### src/rtl/serial_add_pkg.sv
// ---------------------------------------------------------------------------
// serial_add_pkg
// Shared definitions for the bit-serial adder controller.
//   state_t : FSM state encodings (IDLE / ADD / DONE)
//   G, H    : carry-state constants of the one-bit Mealy adder
//             (G = no carry pending, H = carry pending)
// ---------------------------------------------------------------------------
package serial_add_pkg;

    typedef enum logic [1:0] {
        IDLE = 2'b00,
        ADD  = 2'b01,
        DONE = 2'b10
    } state_t;

    localparam logic G = 1'b0;
    localparam logic H = 1'b1;

endpackage

### src/rtl/serial_add_cell.sv
// ---------------------------------------------------------------------------
// serial_add_cell
// One-bit Mealy adder. The carry flip-flop is the machine's state (G/H),
// and the sum bit is a combinational function of the inputs and that state.
// Ports:
//   i_clock   : system clock, rising edge
//   i_reset   : synchronous active-high reset, carry -> G
//   i_a, i_b  : current operand bits
//   i_clear   : force carry to G (start of a new addition)
//   i_enable  : advance the carry state by one bit
//   o_s       : sum bit for the current inputs and carry
//   o_carry   : current carry state
// ---------------------------------------------------------------------------
module serial_add_cell
    import serial_add_pkg::*;
(
    input  logic i_clock,
    input  logic i_reset,
    input  logic i_a,
    input  logic i_b,
    input  logic i_clear,
    input  logic i_enable,
    output logic o_s,
    output logic o_carry
);

    logic r_carry;
    logic w_majority;

    assign o_s        = i_a ^ i_b ^ r_carry;
    assign w_majority = (i_a & i_b) | (i_a & r_carry) | (i_b & r_carry);
    assign o_carry    = r_carry;

    // Carry state: reset and clear both return to G; clear wins over enable
    // so a new addition always starts from a clean carry.
    always_ff @(posedge i_clock) begin
        if (i_reset) begin
            r_carry <= G;
        end else if (i_clear) begin
            r_carry <= G;
        end else if (i_enable) begin
            r_carry <= w_majority ? H : G;
        end
    end

endmodule

### src/rtl/serial_add_controller.sv
// ---------------------------------------------------------------------------
// serial_add_controller
// Adds two N-bit operands one bit per cycle, LSB first, using a single
// serial_add_cell. An accepted start takes N ADD cycles plus one DONE cycle.
// Ports:
//   i_clock   : system clock, rising edge
//   i_reset   : synchronous active-high reset
//   i_start   : add request, only looked at in IDLE
//   i_a, i_b  : operands, captured on the accepting edge
//   o_sum     : result register, valid from Done until the next accept
//   o_cout    : final carry-out, same validity as o_sum
//   o_busy    : high in ADD and DONE
//   o_done    : one-cycle pulse in DONE
// ---------------------------------------------------------------------------
module serial_add_controller
    import serial_add_pkg::*;
#(
    parameter int N = 8
) (
    input  logic         i_clock,
    input  logic         i_reset,
    input  logic         i_start,
    input  logic [N-1:0] i_a,
    input  logic [N-1:0] i_b,
    output logic [N-1:0] o_sum,
    output logic         o_cout,
    output logic         o_busy,
    output logic         o_done
);

    localparam int            CW   = $clog2(N);
    localparam logic [CW-1:0] LAST = CW'(N - 1);

    state_t        r_state;
    state_t        w_nextState;
    logic [N-1:0]  r_a;
    logic [N-1:0]  r_b;
    logic [N-1:0]  r_sum;
    logic [CW-1:0] r_count;
    logic          w_accept;
    logic          w_addPhase;
    logic          w_lastBit;
    logic          w_sumBit;
    logic          w_carry;

    assign w_addPhase = (r_state == ADD);
    assign w_lastBit  = (r_count == LAST);

    // State register.
    always_ff @(posedge i_clock) begin
        if (i_reset) begin
            r_state <= IDLE;
        end else begin
            r_state <= w_nextState;
        end
    end

    // Next-state and Moore outputs. The default arm catches the unused
    // encoding and sends it back to IDLE with Busy/Done low.
    always_comb begin
        w_nextState = IDLE;
        w_accept    = 1'b0;
        o_busy      = 1'b0;
        o_done      = 1'b0;
        case (r_state)
            IDLE: begin
                if (i_start) begin
                    w_accept    = 1'b1;
                    w_nextState = ADD;
                end else begin
                    w_nextState = IDLE;
                end
            end
            ADD: begin
                o_busy      = 1'b1;
                w_nextState = w_lastBit ? DONE : ADD;
            end
            DONE: begin
                o_busy      = 1'b1;
                o_done      = 1'b1;
                w_nextState = IDLE;
            end
            default: begin
                w_nextState = IDLE;
            end
        endcase
    end

    // Datapath: operands shift right so bit 0 always feeds the cell, and
    // each sum bit enters from the MSB so after N shifts it lands in place.
    // The counter returns to 0 on the last bit instead of wrapping.
    always_ff @(posedge i_clock) begin
        if (i_reset) begin
            r_a     <= '0;
            r_b     <= '0;
            r_sum   <= '0;
            r_count <= '0;
        end else if (w_accept) begin
            r_a     <= i_a;
            r_b     <= i_b;
            r_count <= '0;
        end else if (w_addPhase) begin
            r_a     <= r_a >> 1;
            r_b     <= r_b >> 1;
            r_sum   <= {w_sumBit, r_sum[N-1:1]};
            r_count <= w_lastBit ? '0 : r_count + CW'(1);
        end
    end

    // The carry flop only moves in ADD, so after the last bit it holds the
    // carry-out through DONE and IDLE until the next accept clears it.
    serial_add_cell u_cell (
        .i_clock  (i_clock),
        .i_reset  (i_reset),
        .i_a      (r_a[0]),
        .i_b      (r_b[0]),
        .i_clear  (w_accept),
        .i_enable (w_addPhase),
        .o_s      (w_sumBit),
        .o_carry  (w_carry)
    );

    assign o_sum  = r_sum;
    assign o_cout = w_carry;

endmodule

### config.mk
export PLATFORM = sky130hd
export DESIGN_NAME = serial_add_controller
export DESIGN_NICKNAME = d
export VERILOG_FILES = /design/src/rtl/serial_add_pkg.sv /design/src/rtl/serial_add_cell.sv /design/src/rtl/serial_add_controller.sv
export SDC_FILE = /design/constraint.sdc
export NUM_CORES = 1
export LEC_CHECK = 0
export CAP_MARGIN = 10
export CORE_UTILIZATION = 50
export DETAILED_ROUTE_END_ITERATION = 10
export DONT_BUFFER_PORTS = 1
export HOLD_SLACK_MARGIN = 0.02
export PLACE_DENSITY = 0.69
export SETUP_SLACK_MARGIN = 0.5
export SLEW_MARGIN = 20
export SYNTH_ARGS = -nofsm -noshare
export SYNTH_HDL_FRONTEND = slang
export SYNTH_SLANG_ARGS = --single-unit
### constraint.sdc
create_clock -name i_clock -period 1.7 [get_ports i_clock]
set_input_delay 0.17 -clock i_clock [delete_from_list [all_inputs] [get_ports i_clock]]
set_output_delay 0.17 -clock i_clock [all_outputs]
set_load 0.1 [all_outputs]
; ---- Word-level counts from Yosys, hierarchy flattened
; Index checks and enable logic that the tools add are counted.
[classes]
n_addsub = 1
n_eq_ne = 3
muxes = 13
n_bitwise = 8
n_reduce_logical = 5
[ops]
columns = op, n
row1 = $mux W8, 4
row2 = $mux W1, 6
row3 = $pmux W2 S2, 1
row4 = $reduce_or A2 Y1, 2
row5 = $add A3 B1 Y3 const B, 1
row6 = $and A1 B1 Y1, 3
row7 = $eq A3 B3 Y1 const B, 1
row8 = $mux W3, 1
row9 = $eq A2 B1 Y1 const B, 1
row10 = $eq A2 B2 Y1 const B, 1
row11 = $logic_not A2 Y1, 1
row12 = $mux W2, 1
row13 = $or A1 B1 Y1, 2
row14 = $reduce_and A2 Y1, 1
row15 = $reduce_bool A2 Y1, 1
row16 = $xor A1 B1 Y1, 2
row17 = $not A1 Y1, 1
[totals]
register_bits = 30
inputBits = 19
wordCells = 36

; ---- Longest topological paths before layout
; Gate-level depths: netlist (run 1).
[depth]
word_depth = 4
mapped_depth = 7
depth_no_buf = 5

; ---- Modules after synthesis
; Synthesis (run 1) repeated with hierarchy kept, for this count alone.
[hier_totals]
cells_unflattened = 141
hier_area_um2 = 1385.1
[modules_own_cells]
columns = mod, instances, cells_per_inst, area_per_inst_um2
row1 = serial_add_controller, 1, 137, 1325.0
row2 = serial_add_cell, 1, 4, 60.1

; ---- Least setup slack after synthesis (run 1)
; Ideal clock, no wire load.
[synth_path]
kind = reg2reg
from = register u_cell.r_carry (netlist: u_cell.o_carry)
to = register r_sum[7] (netlist: o_sum[7])
arrival_time_ns = 1.682
required_ns = 1.572
path_slack_ns = -0.109
path_stages_with_launch = 4
synth_period_minus_slack_ns = 1.809
cell_sequence = dfxtp_1 -> fa_1 -> mux2i_1 -> nor2_1
[synth_via]
elab_chain_cells = 1
[synth_rtl]
columns = element, line
row1 = from (decl), serial_add_cell.sv:27  ; logic r_carry;
row2 = from (signal assigned), serial_add_cell.sv:42  ; r_carry <= w_majority ? H : G;
row3 = $xor A1 B1 Y1, serial_add_cell.sv:30  ; assign o_s = i_a ^ i_b ^ r_carry;
row4 = named net u_cell.o_s, serial_add_cell.sv:23  ; output logic o_s,
row5 = to (signal assigned), serial_add_controller.sv:105  ; r_sum <= {w_sumBit, r_sum[N-1:1]};
row6 = to (decl), serial_add_controller.sv:38  ; logic [N-1:0] r_sum;
; The timed path passes the listed nets, and every way through them passes these cells.
; A chain may end at the register's enable or synchronous reset.

; ---- Worst setup path in the final report (run 1)
[layout_path]
from = register r_state[0]
to = output port o_busy
[layout_via]
elab_chain_cells = 3
word_cells_on_any_way = 4
cone_classes = eq/ne: 2 / mux: 1 / reduce/logical: 1
[layout_rtl]
columns = element, line
row1 = from (decl), serial_add_controller.sv:34  ; state_t r_state;
row2 = from (signal assigned), serial_add_controller.sv:54  ; r_state <= w_nextState;
row3 = $eq A2 B2 Y1 / $eq A2 B1 Y1 (equally long branches), serial_add_controller.sv:65  ; case (r_state)
row4 = $reduce_or A2 Y1 (no source line) *, -
row5 = $mux W1 *, serial_add_controller.sv:65
row6 = to (decl), serial_add_controller.sv:27  ; output logic o_busy,
; Every way passes the cells marked *; elsewhere a longest branch is shown, timed or not.

==> flow_summary.yaml, run 1 <==
timing:
  skew_ns: 0.006848
  slew_viol_final: 0
  rsz0062_at_grt: "yes"
  finalHoldViolations: 0
  setup_ws_ns: 0.3587
  fin_crit_sh_pct: 78.90
  final.min_clock_period_ns: 1.341
  relSlewSlack_pct: 79.09
  setup_viol: 0
  finalSetupTns_ns: 0
  worst_slew_pin_slew_ns: 0.3136
  fmax_ghz: 0.7455
clocking:
  cts_root_buf: "clkbuf_4"
  clock_sinks: 30
  clk_latency_ns: 0.32
  clk_pin_slew_ns: 0.09
  cts_buffers: 5
  cts_buffer_depth: 2
  htreeDepth: 2
  cts_tree: "built"
layout:
  area_delta_synth_final_pct: 15.96
  final_layout_size_suffix_gt1_share_pct: 25.00
  fin_nets: 181
  stdcell_area_sq_um: 1582
  finalNonFillerCells: 186
  antenna_cells: 0
  nFillCells: 233
placement:
  placedCellCount: 171
  placed_cell_area_sq_um: 1406
  gp_congestion: 0.7474
  preCtsSetupSlack_ns: 0.3678
  hpwl_um: 1676
  portBuffers: 0
synth:
  yosys.area.top_type: "dfxtp_1"
  yosysMostFrequentCell: "dfxtp_1"
  syn_area_per_cell_sq_um: 9.604
  synthesis.area_sq_um: 1364
  async_reset_ff_share_pct: 0
  synth_cell_types: 24
  synth_area_leaders: "dfxtp_1, mux2i_1, nor2_1, a211oi_1, ha_1"
  synth_top_area_share_pct: 44.04
  ys_warn_count: 0
  ys_seq_area_share_pct: 44.04
  ys_ff_latch: 30
  ys_top_cells_by_count: "dfxtp_1, nor2_1, nand2_1, a21oi_1, mux2i_1"
  synth_top_flop_cell: "dfxtp_1"
  synth_fp_nets: 168
  syn_inst: 142
  synth_edf_count: 0
routing:
  avgViaCountPerCell: 5.387
  drt_first_pass_iters: 4
  ant_nets: 0
  wl_um: 2635
  dr_wl_met2_um: 1319
  drt_iter0_markers: 12
  route.detailed.drc: 0
  top_layer: "met4"
  wl_per_cell_um: 14.17
  wl_met3_um: 145
  route.vias.total: 1002
  wl_met1_um: 1126
floorplanning:
  dieWidth_um: 54.23
  initial_core_util_pct: 54.07
  die-area_sq_um: 2940
  core-area_sq_um: 2522
  std_cell_rows: 18
  pin_count: 30
  die_h_um: 54.23
critical_path:
  crit_path_end_kind: "primary output"
  path_max_fanout: 2
  r2r-start: "r_state[1]$_SDFF_PP0_"
  critPathLaunchType: "flop"
  worstPathRequired_ns: 1.53
  path_class: "flop to primary output"
  crit_path_start: "r_state[0]$_SDFF_PP0_"
  arrival_ns: 1.17
global_route:
  grt_max_degree: 31
  grt_overflow: 0
  antenna_found_initial: 0
  grt_pass1_wl_um: 3974
  grt_pass1_vias: 918
  track_usage_pct: 19.83
power:
  ir_drop_v: 0.0006659
  leakage_uw: 0.0006151
  p_per_area_nw_per_um2: 913.3
  total_power_uw: 1444
job:
  cap_viol_max_count: 0
worst_hold_path:
  hold_path_class: "input port to flop"
  min_from: "i_a[4]"
run_status:
  status: "finished clean"
[metal layers]
metal  track usage (%)  vias up
li1                  -      513
met1             23.06      461
met2             31.50       23
met3             8.333        5
met4             8.974        0
met5                 0        -
[cells by family (layout without fill, tap and decap cells)]
logic type               after synthesis  count (layout)  share of synthesized area (%)
AO/OA/AOI/OAI                         32              32                          17.16
AND/OR/NAND/NOR                       49              49                          15.32
multiplexers                          11              11                          8.074
flip-flops                            30              30                          44.04
adder cells (fa/ha/maj)                7               7                          6.972
buffers and inverters                 13              27                          8.440
[repair_timing]
| item | CTS | global route |
|---|---|---|
| buffers inserted | 1 | 0 |
| cloned | 0 | 0 |
| endpoints found under the hold margin | 30 | 30 |
| endpoints found under the setup margin | 23 | 32 |
| resized for setup | 3 | 5 |
| pin swaps | 3 | 5 |
[worst paths after layout]
kind / to / slack [ns] / depth (start not counted)
hold reg to reg: r_b[3]$_SDFFE_PP0P_ / 0.48 / 2
setup reg to reg: r_b[2]$_SDFFE_PP0P_ / 0.40 / 6
setup / recovery: o_busy / 0.36 / 2
hold / removal: r_a[4]$_SDFFE_PP0P_ / 0.02 / 2
[where the power goes]
group          leakage [uW]  internal [uW]  switching (uW)  total (uW)
combinational      0.000331           95.5             148         244
clock             0.0000353            200             230         430
sequential         0.000249            741            29.9         770
[final cells by class]
type	instances	area, sq um	area share (%)
Clock buffer	7	55.05	3.481
Clock inverter	1	5.005	0.3165
Inverter	3	27.53	1.741
Multi-Input combinational cell	99	683.2	43.20
Sequential cell	30	611.8	38.69
Tap cell	30	37.54	2.373
Timing Repair Buffer	16	161.4	10.21
[worst max-delay path, cell delays in order, from the launching register on]
cell	delay, ns
dfxtp_2	0.34
inv_2	0.06
ha_4	0.45
[sequential cells by signal (all words and copies together) (netlist names)]
register	flops
r_state	2
r_a	8
r_count	3
u_cell.o_carry	1
r_b	8
o_sum	8
[cell usage in the layout (no fill, tap or decap), drive strengths merged]
cell type / instances
buf: 11
nand2b: 1
inv: 3
nor2: 22
dfxtp: 30
nand3: 2
clkinv: 1
nor3: 4
nor3b: 2
fa: 1
a21oi: 17
ha: 6
and2: 1
dlygate4sd3: 5
clkbuf: 7
a2bb2oi: 1
nand2: 17
mux2i: 11
a211oi: 14
[through the flow]
| stage | utilization [%] | hold WS (ns) |
|---|---|---|
| finish | 62.70 | 0.02127 |
| CTS | 59.13 | -0.1174 |
| global route | 62.70 | 0.02890 |
| global placement | 55.75 | 0.2377 |
| detailed placement | 55.75 | 0.2383 |
| floorplan | - | 0.3060 |
Note: power is estimated with default switching activity, not from simulation.
==> run 2, diff against run 1 <==
==> constraint.sdc (replaced) <==
create_clock -name i_clock -period 1.3 [get_ports i_clock]
set_input_delay 0.13 -clock i_clock [delete_from_list [all_inputs] [get_ports i_clock]]
set_output_delay 0.13 -clock i_clock [all_outputs]
set_load 0.1 [all_outputs]
==> run 2 against run 1 <==
The run now ends with negative hold slack, negative setup slack left. Register-to-register slack got worse by 0.40 ns. Worst hold slack got worse by 0.18 ns. Utilization rose by 23 points. Non-clock buffer count rose by 16. Sequential cell count did not move. Via count rose by 14%. Power rose by 45%. Global-route usage rose by 4.7 points. Die area did not move. Final cell count rose by 11%. Worst setup slack got worse by 0.39 ns. Critical path type unchanged. Largest power group unchanged.
==> flow_summary.yaml, run 2 (synthesized netlist as in run 1, its figures left out) <==
placement:
  hpwl_um: 1700
  portBuffers: 0
  placed_cell_area_sq_um: 1556
  gp_congestion: 0.7069
timing:
  rsz0062_at_grt: "yes"
  finalHoldViolations: 30
  worst_slew_pin_slew_ns: 0.2999
  finalSetupTns_ns: -0.03340
  skew_ns: 0.009040
  fin_crit_sh_pct: 102.2
  holdWs_ns: -0.1579
  setup_viol: 2
  slew_viol_final: 0
  fmax_ghz: 0.7527
  setup_ws_ns: -0.02855
  relSlewSlack_pct: 80.07
  final.min_clock_period_ns: 1.329
global_route:
  grt_pass1_vias: 1095
  grt_overflow: 0
  antenna_found_initial: 0
  grt_max_degree: 31
  grt_pass1_wl_um: 4836
  track_usage_pct: 24.51
routing:
  drt_iter0_markers: 13
  wl_um: 3394
  avgViaCountPerCell: 5.534
  wl_per_cell_um: 16.48
  ant_nets: 0
  drt_first_pass_iters: 3
  route.vias.total: 1140
  route.detailed.drc: 0
floorplanning:
  initial_core_util_pct: 54.07
  dieWidth_um: 54.23
  core-area_sq_um: 2522
  die_h_um: 54.23
  pin_count: 30
  std_cell_rows: 18
  die-area_sq_um: 2940
critical_path:
  arrival_ns: 1.20
  path_max_fanout: 2
  cp_cell_sequence: "inv_4 > ha_4"
  path_depth: 2
  r2r_cells: 6
  path_class: "flop to primary output"
  slowest_delay_ns: 0.44
  crit_path_end_kind: "primary output"
  crit_family: "adder cells"
  critPathLaunchType: "flop"
  worstPathRequired_ns: 1.17
  cp_slowest_cell: "ha_4"
  path_buf_inv: 1
clocking:
  cts_buffer_depth: 2
  clk_pin_slew_ns: 0.09
  cts_root_buf: "clkbuf_4"
  clk_latency_ns: 0.34
  clock_sinks: 30
  htreeDepth: 2
  cts_tree: "built"
  cts_buffers: 5
run_status:
  violations: "negative hold slack, negative setup slack"
  status: "complete, but fails checks"
worst_hold_path:
  hold_depth: 1
  hold_path_class: "input port to flop"
job:
  cap_viol_max_count: 0
layout:
  final_layout_size_suffix_gt1_share_pct: 63.64
  layout_common_cells: "nor2_1, dfxtp_1, buf_12"
  layout_commonest_cell: "nor2_1"
  fin_nets: 201
  antenna_cells: 0
  stdcell_area_sq_um: 2152
  area_delta_synth_final_pct: 57.80
  fin_util_pct: 85.32
power:
  ir_drop_v: 0.0009761
  p_per_area_nw_per_um2: 976.1
  leakage_uw: 0.0007904
==> run 2: cell types whose count changed in the layout (fill, tap and decap cells not counted), sizes merged <==
cell,change
and2,+1
buf,+21
dlygate4sd3,-5
inv,+3
==> run 2: layer usage <==
metal  routed length (um)  track usage (%)  part of all wire, %
met5                    0                0                    0
met4                   85            15.81                  2.5
met3                  133            5.556                  3.9
met2                 1724            39.84                   51
met1                 1451            28.77                   43
==> run 2: final cells by class <==
| type | count | area [sq um] |
|---|---|---|
| tap | 30 | 37.54 |
| clock inverter | 1 | 5.005 |
| inverter | 3 | 21.27 |
| multi-input combinational | 100 | 917.1 |
| sequential | 30 | 626.9 |
| timing repair inverter | 3 | 36.28 |
| fill | 132 | 370.4 |
| timing repair buffer | 32 | 452.9 |
| clock buffer | 7 | 55.05 |
==> run 2: report_power, final <==
| group | switching [uW] | internal, uW | total (uW) | leakage [uW] |
|---|---|---|---|---|
| Combinational | 256 | 247 | 503 | 0.000502 |
| Sequential | 47.7 | 967 | 1010 | 0.000253 |
| Clock | 322 | 262 | 583 | 0.0000353 |
==> run 2: stage by stage <==
stage / setup slack (ns) / cells / total power, uW
2_1_floorplan: 0.03404 / 142 / 1335
3_3_place_gp: 0.08041 / 175 / 1340
3_5_place_dp: 0.02304 / 175 / 1349
4_1_cts: -0.01292 / 205 / 2061
5_1_grt: -0.07414 / 206 / 2194
6_report: -0.02855 / 206 / 2101
==> run 2: worst reg2reg max path, stage by stage (launching register included) <==
cell	delay (ns)
dfxtp_2	0.35
buf_4	0.12
ha_4	0.14
buf_12	0.16
buf_12	0.15
mux2i_2	0.22
nor2_1	0.06
==> run 2: timing repair <==
action,in CTS,in global routing
endpoints found under the hold margin,30,30
gates cloned,4,0
pin swaps,19,7
resized for setup,73,10
endpoints found under the setup margin,41,41
setup buffers,18,1
==> run 2: final timing paths <==
path / startpoint / slack [ns] / to
setup / recovery: r_state[1]$_SDFF_PP0_ / -0.03 / o_busy
hold / removal: i_reset / -0.16 / r_count[0]$_SDFFE_PP0P_
setup reg to reg: r_state[0]$_SDFF_PP0_ / 0 / o_sum[4]$_SDFFE_PP0P_
hold reg to reg: r_a[2]$_SDFFE_PP0P_ / 0.48 / r_a[1]$_SDFFE_PP0P_
==> run 3, diff against run 2 <==
--- a/config.mk
+++ b/config.mk
@@ -9,7 +9,8 @@
 export CORE_UTILIZATION = 50
 export DETAILED_ROUTE_END_ITERATION = 10
 export DONT_BUFFER_PORTS = 1
-export HOLD_SLACK_MARGIN = 0.02
+export HOLD_SLACK_MARGIN = 0.06
+export MAX_ROUTING_LAYER = met4
 export PLACE_DENSITY = 0.69
 export SETUP_SLACK_MARGIN = 0.5
 export SLEW_MARGIN = 20
==> run 3 against run 2 <==
The flow still finishes with violations (negative hold slack, negative setup slack). Critical path type unchanged. Power about the same. Count of clock-buffer cells in the layout stayed put. First-iteration DRC count rose by 15%. Utilization shrank 0.099 points. Clock power barely moved. Fmax is essentially flat. Register-to-register slack is essentially flat. Sequential share of layout area hardly changed. Non-clock buffer count is 1 higher. Die area stayed put.
==> flow_summary.yaml, run 3 (synthesized netlist as in run 1, its figures left out) <==
run_status:
  status: "complete, but fails checks"
  violations: "negative hold slack, negative setup slack"
global_route:
  grt_max_degree: 31
  grt_overflow: 0
  grt_pass1_wl_um: 4823
  track_usage_pct: 25.09
  grt_pass1_vias: 1092
  antenna_found_initial: 0
power:
  p_per_area_nw_per_um2: 976.3
  ir_drop_v: 0.0008978
  leakage_uw: 0.0007926
timing:
  finalHoldViolations: 30
  holdWs_ns: -0.1537
  setup_viol: 2
  rsz0062_at_grt: "yes"
  relSlewSlack_pct: 80.09
  fmax_ghz: 0.7525
  fin_crit_sh_pct: 102.2
  worst_slew_pin_slew_ns: 0.2997
  setup_ws_ns: -0.02897
  skew_ns: 0.008982
  slew_viol_final: 0
  final.min_clock_period_ns: 1.329
placement:
  portBuffers: 0
  hpwl_um: 1700
  placed_cell_area_sq_um: 1556
  placedCellCount: 175
  gp_congestion: 0.7148
layout:
  antenna_cells: 0
  fin_util_pct: 85.22
  area_delta_synth_final_pct: 57.61
  finalNonFillerCells: 207
  layout_commonest_cell: "nor2_1"
  fin_nets: 202
  layout_common_cells: "nor2_1, dfxtp_1, buf_12"
  final_layout_size_suffix_gt1_share_pct: 64.41
  stdcell_area_sq_um: 2150
floorplanning:
  die_h_um: 54.23
  die-area_sq_um: 2940
  std_cell_rows: 18
  core-area_sq_um: 2522
  initial_core_util_pct: 54.07
  dieWidth_um: 54.23
  pin_count: 30
routing:
  wl_per_cell_um: 16.21
  drt_first_pass_iters: 4
  wl_um: 3355
  avgViaCountPerCell: 5.541
  route.vias.total: 1147
  ant_nets: 0
  route.detailed.drc: 0
  drt_iter0_markers: 15
critical_path:
  crit_path_end_kind: "primary output"
  worstPathRequired_ns: 1.17
  path_max_fanout: 2
  arrival_ns: 1.20
  critPathLaunchType: "flop"
  path_class: "flop to primary output"
clocking:
  clock_sinks: 30
  cts_tree: "built"
  cts_buffers: 5
  htreeDepth: 2
  cts_root_buf: "clkbuf_4"
  cts_buffer_depth: 2
  clk_latency_ns: 0.33
  clk_pin_slew_ns: 0.09
job:
  cap_viol_max_count: 0
worst_hold_path:
  hold_path_class: "input port to flop"
[run 3: through the flow]
stage	hold WS [ns]	setup slack, ns	power [uW]	setup TNS [ns]
after floorplan	0.2669	0.03404	1335	0
after global placement	0.1971	0.08041	1340	0
after detailed placement	0.1994	0.02304	1349	0
after CTS	-0.1565	-0.01292	2061	-0.01292
after global routing	-0.1772	-0.06908	2182	-0.3509
final	-0.1537	-0.02897	2099	-0.03726
[run 3: path summary, 6_finish.rpt]
check | startpoint | end | slack [ns] | depth (start not counted)
max | r_state[1]$_SDFF_PP0_ | o_busy | -0.03 | 2
min | i_reset | r_count[0]$_SDFFE_PP0P_ | -0.15 | 1
max reg2reg | r_state[0]$_SDFF_PP0_ | o_sum[4]$_SDFFE_PP0P_ | -0.01 | 6
min reg2reg | r_a[2]$_SDFFE_PP0P_ | r_a[1]$_SDFFE_PP0P_ | 0.48 | 2
[run 3: area by class of cell]
type                       instances  area, sq um
clock buffer                       7        55.05
inverter                           3        21.27
tap                               30        37.54
timing repair buffer              33        452.9
sequential                        30        626.9
multi-input combinational        100        914.6
timing repair inverter             3        36.28
clock inverter                     1        5.005
fill                             129        372.9
[run 3: where the power goes]
part	internal, uW	switching (uW)	leakage, uW	total, uW
logic	246	256	0.000504	502
clock network	262	320	0.0000353	582
registers	967	47.6	0.000253	1010
[run 3: timing repair]
item                                    CTS  global route
endpoints found under the hold margin    30            30
gates resized for setup                  73             8
gates cloned                              4             0
setup buffers                            18             2
endpoints found under the setup margin   41            41
pin swaps                                19            10
[run 3: routing by layer]
layer	part of all wire, %	track usage (%)	vias up
met5	0	-	-
met2	50	40.04	23
met1	43	28.60	557
met4	2.3	10.68	0
li1	-	-	559
met3	3.9	8.333	8
[run 3: worst max-delay path, cell delays in order, from the launching register on]
cell     delay (ns)
dfxtp_4        0.38
inv_4          0.05
ha_4           0.44
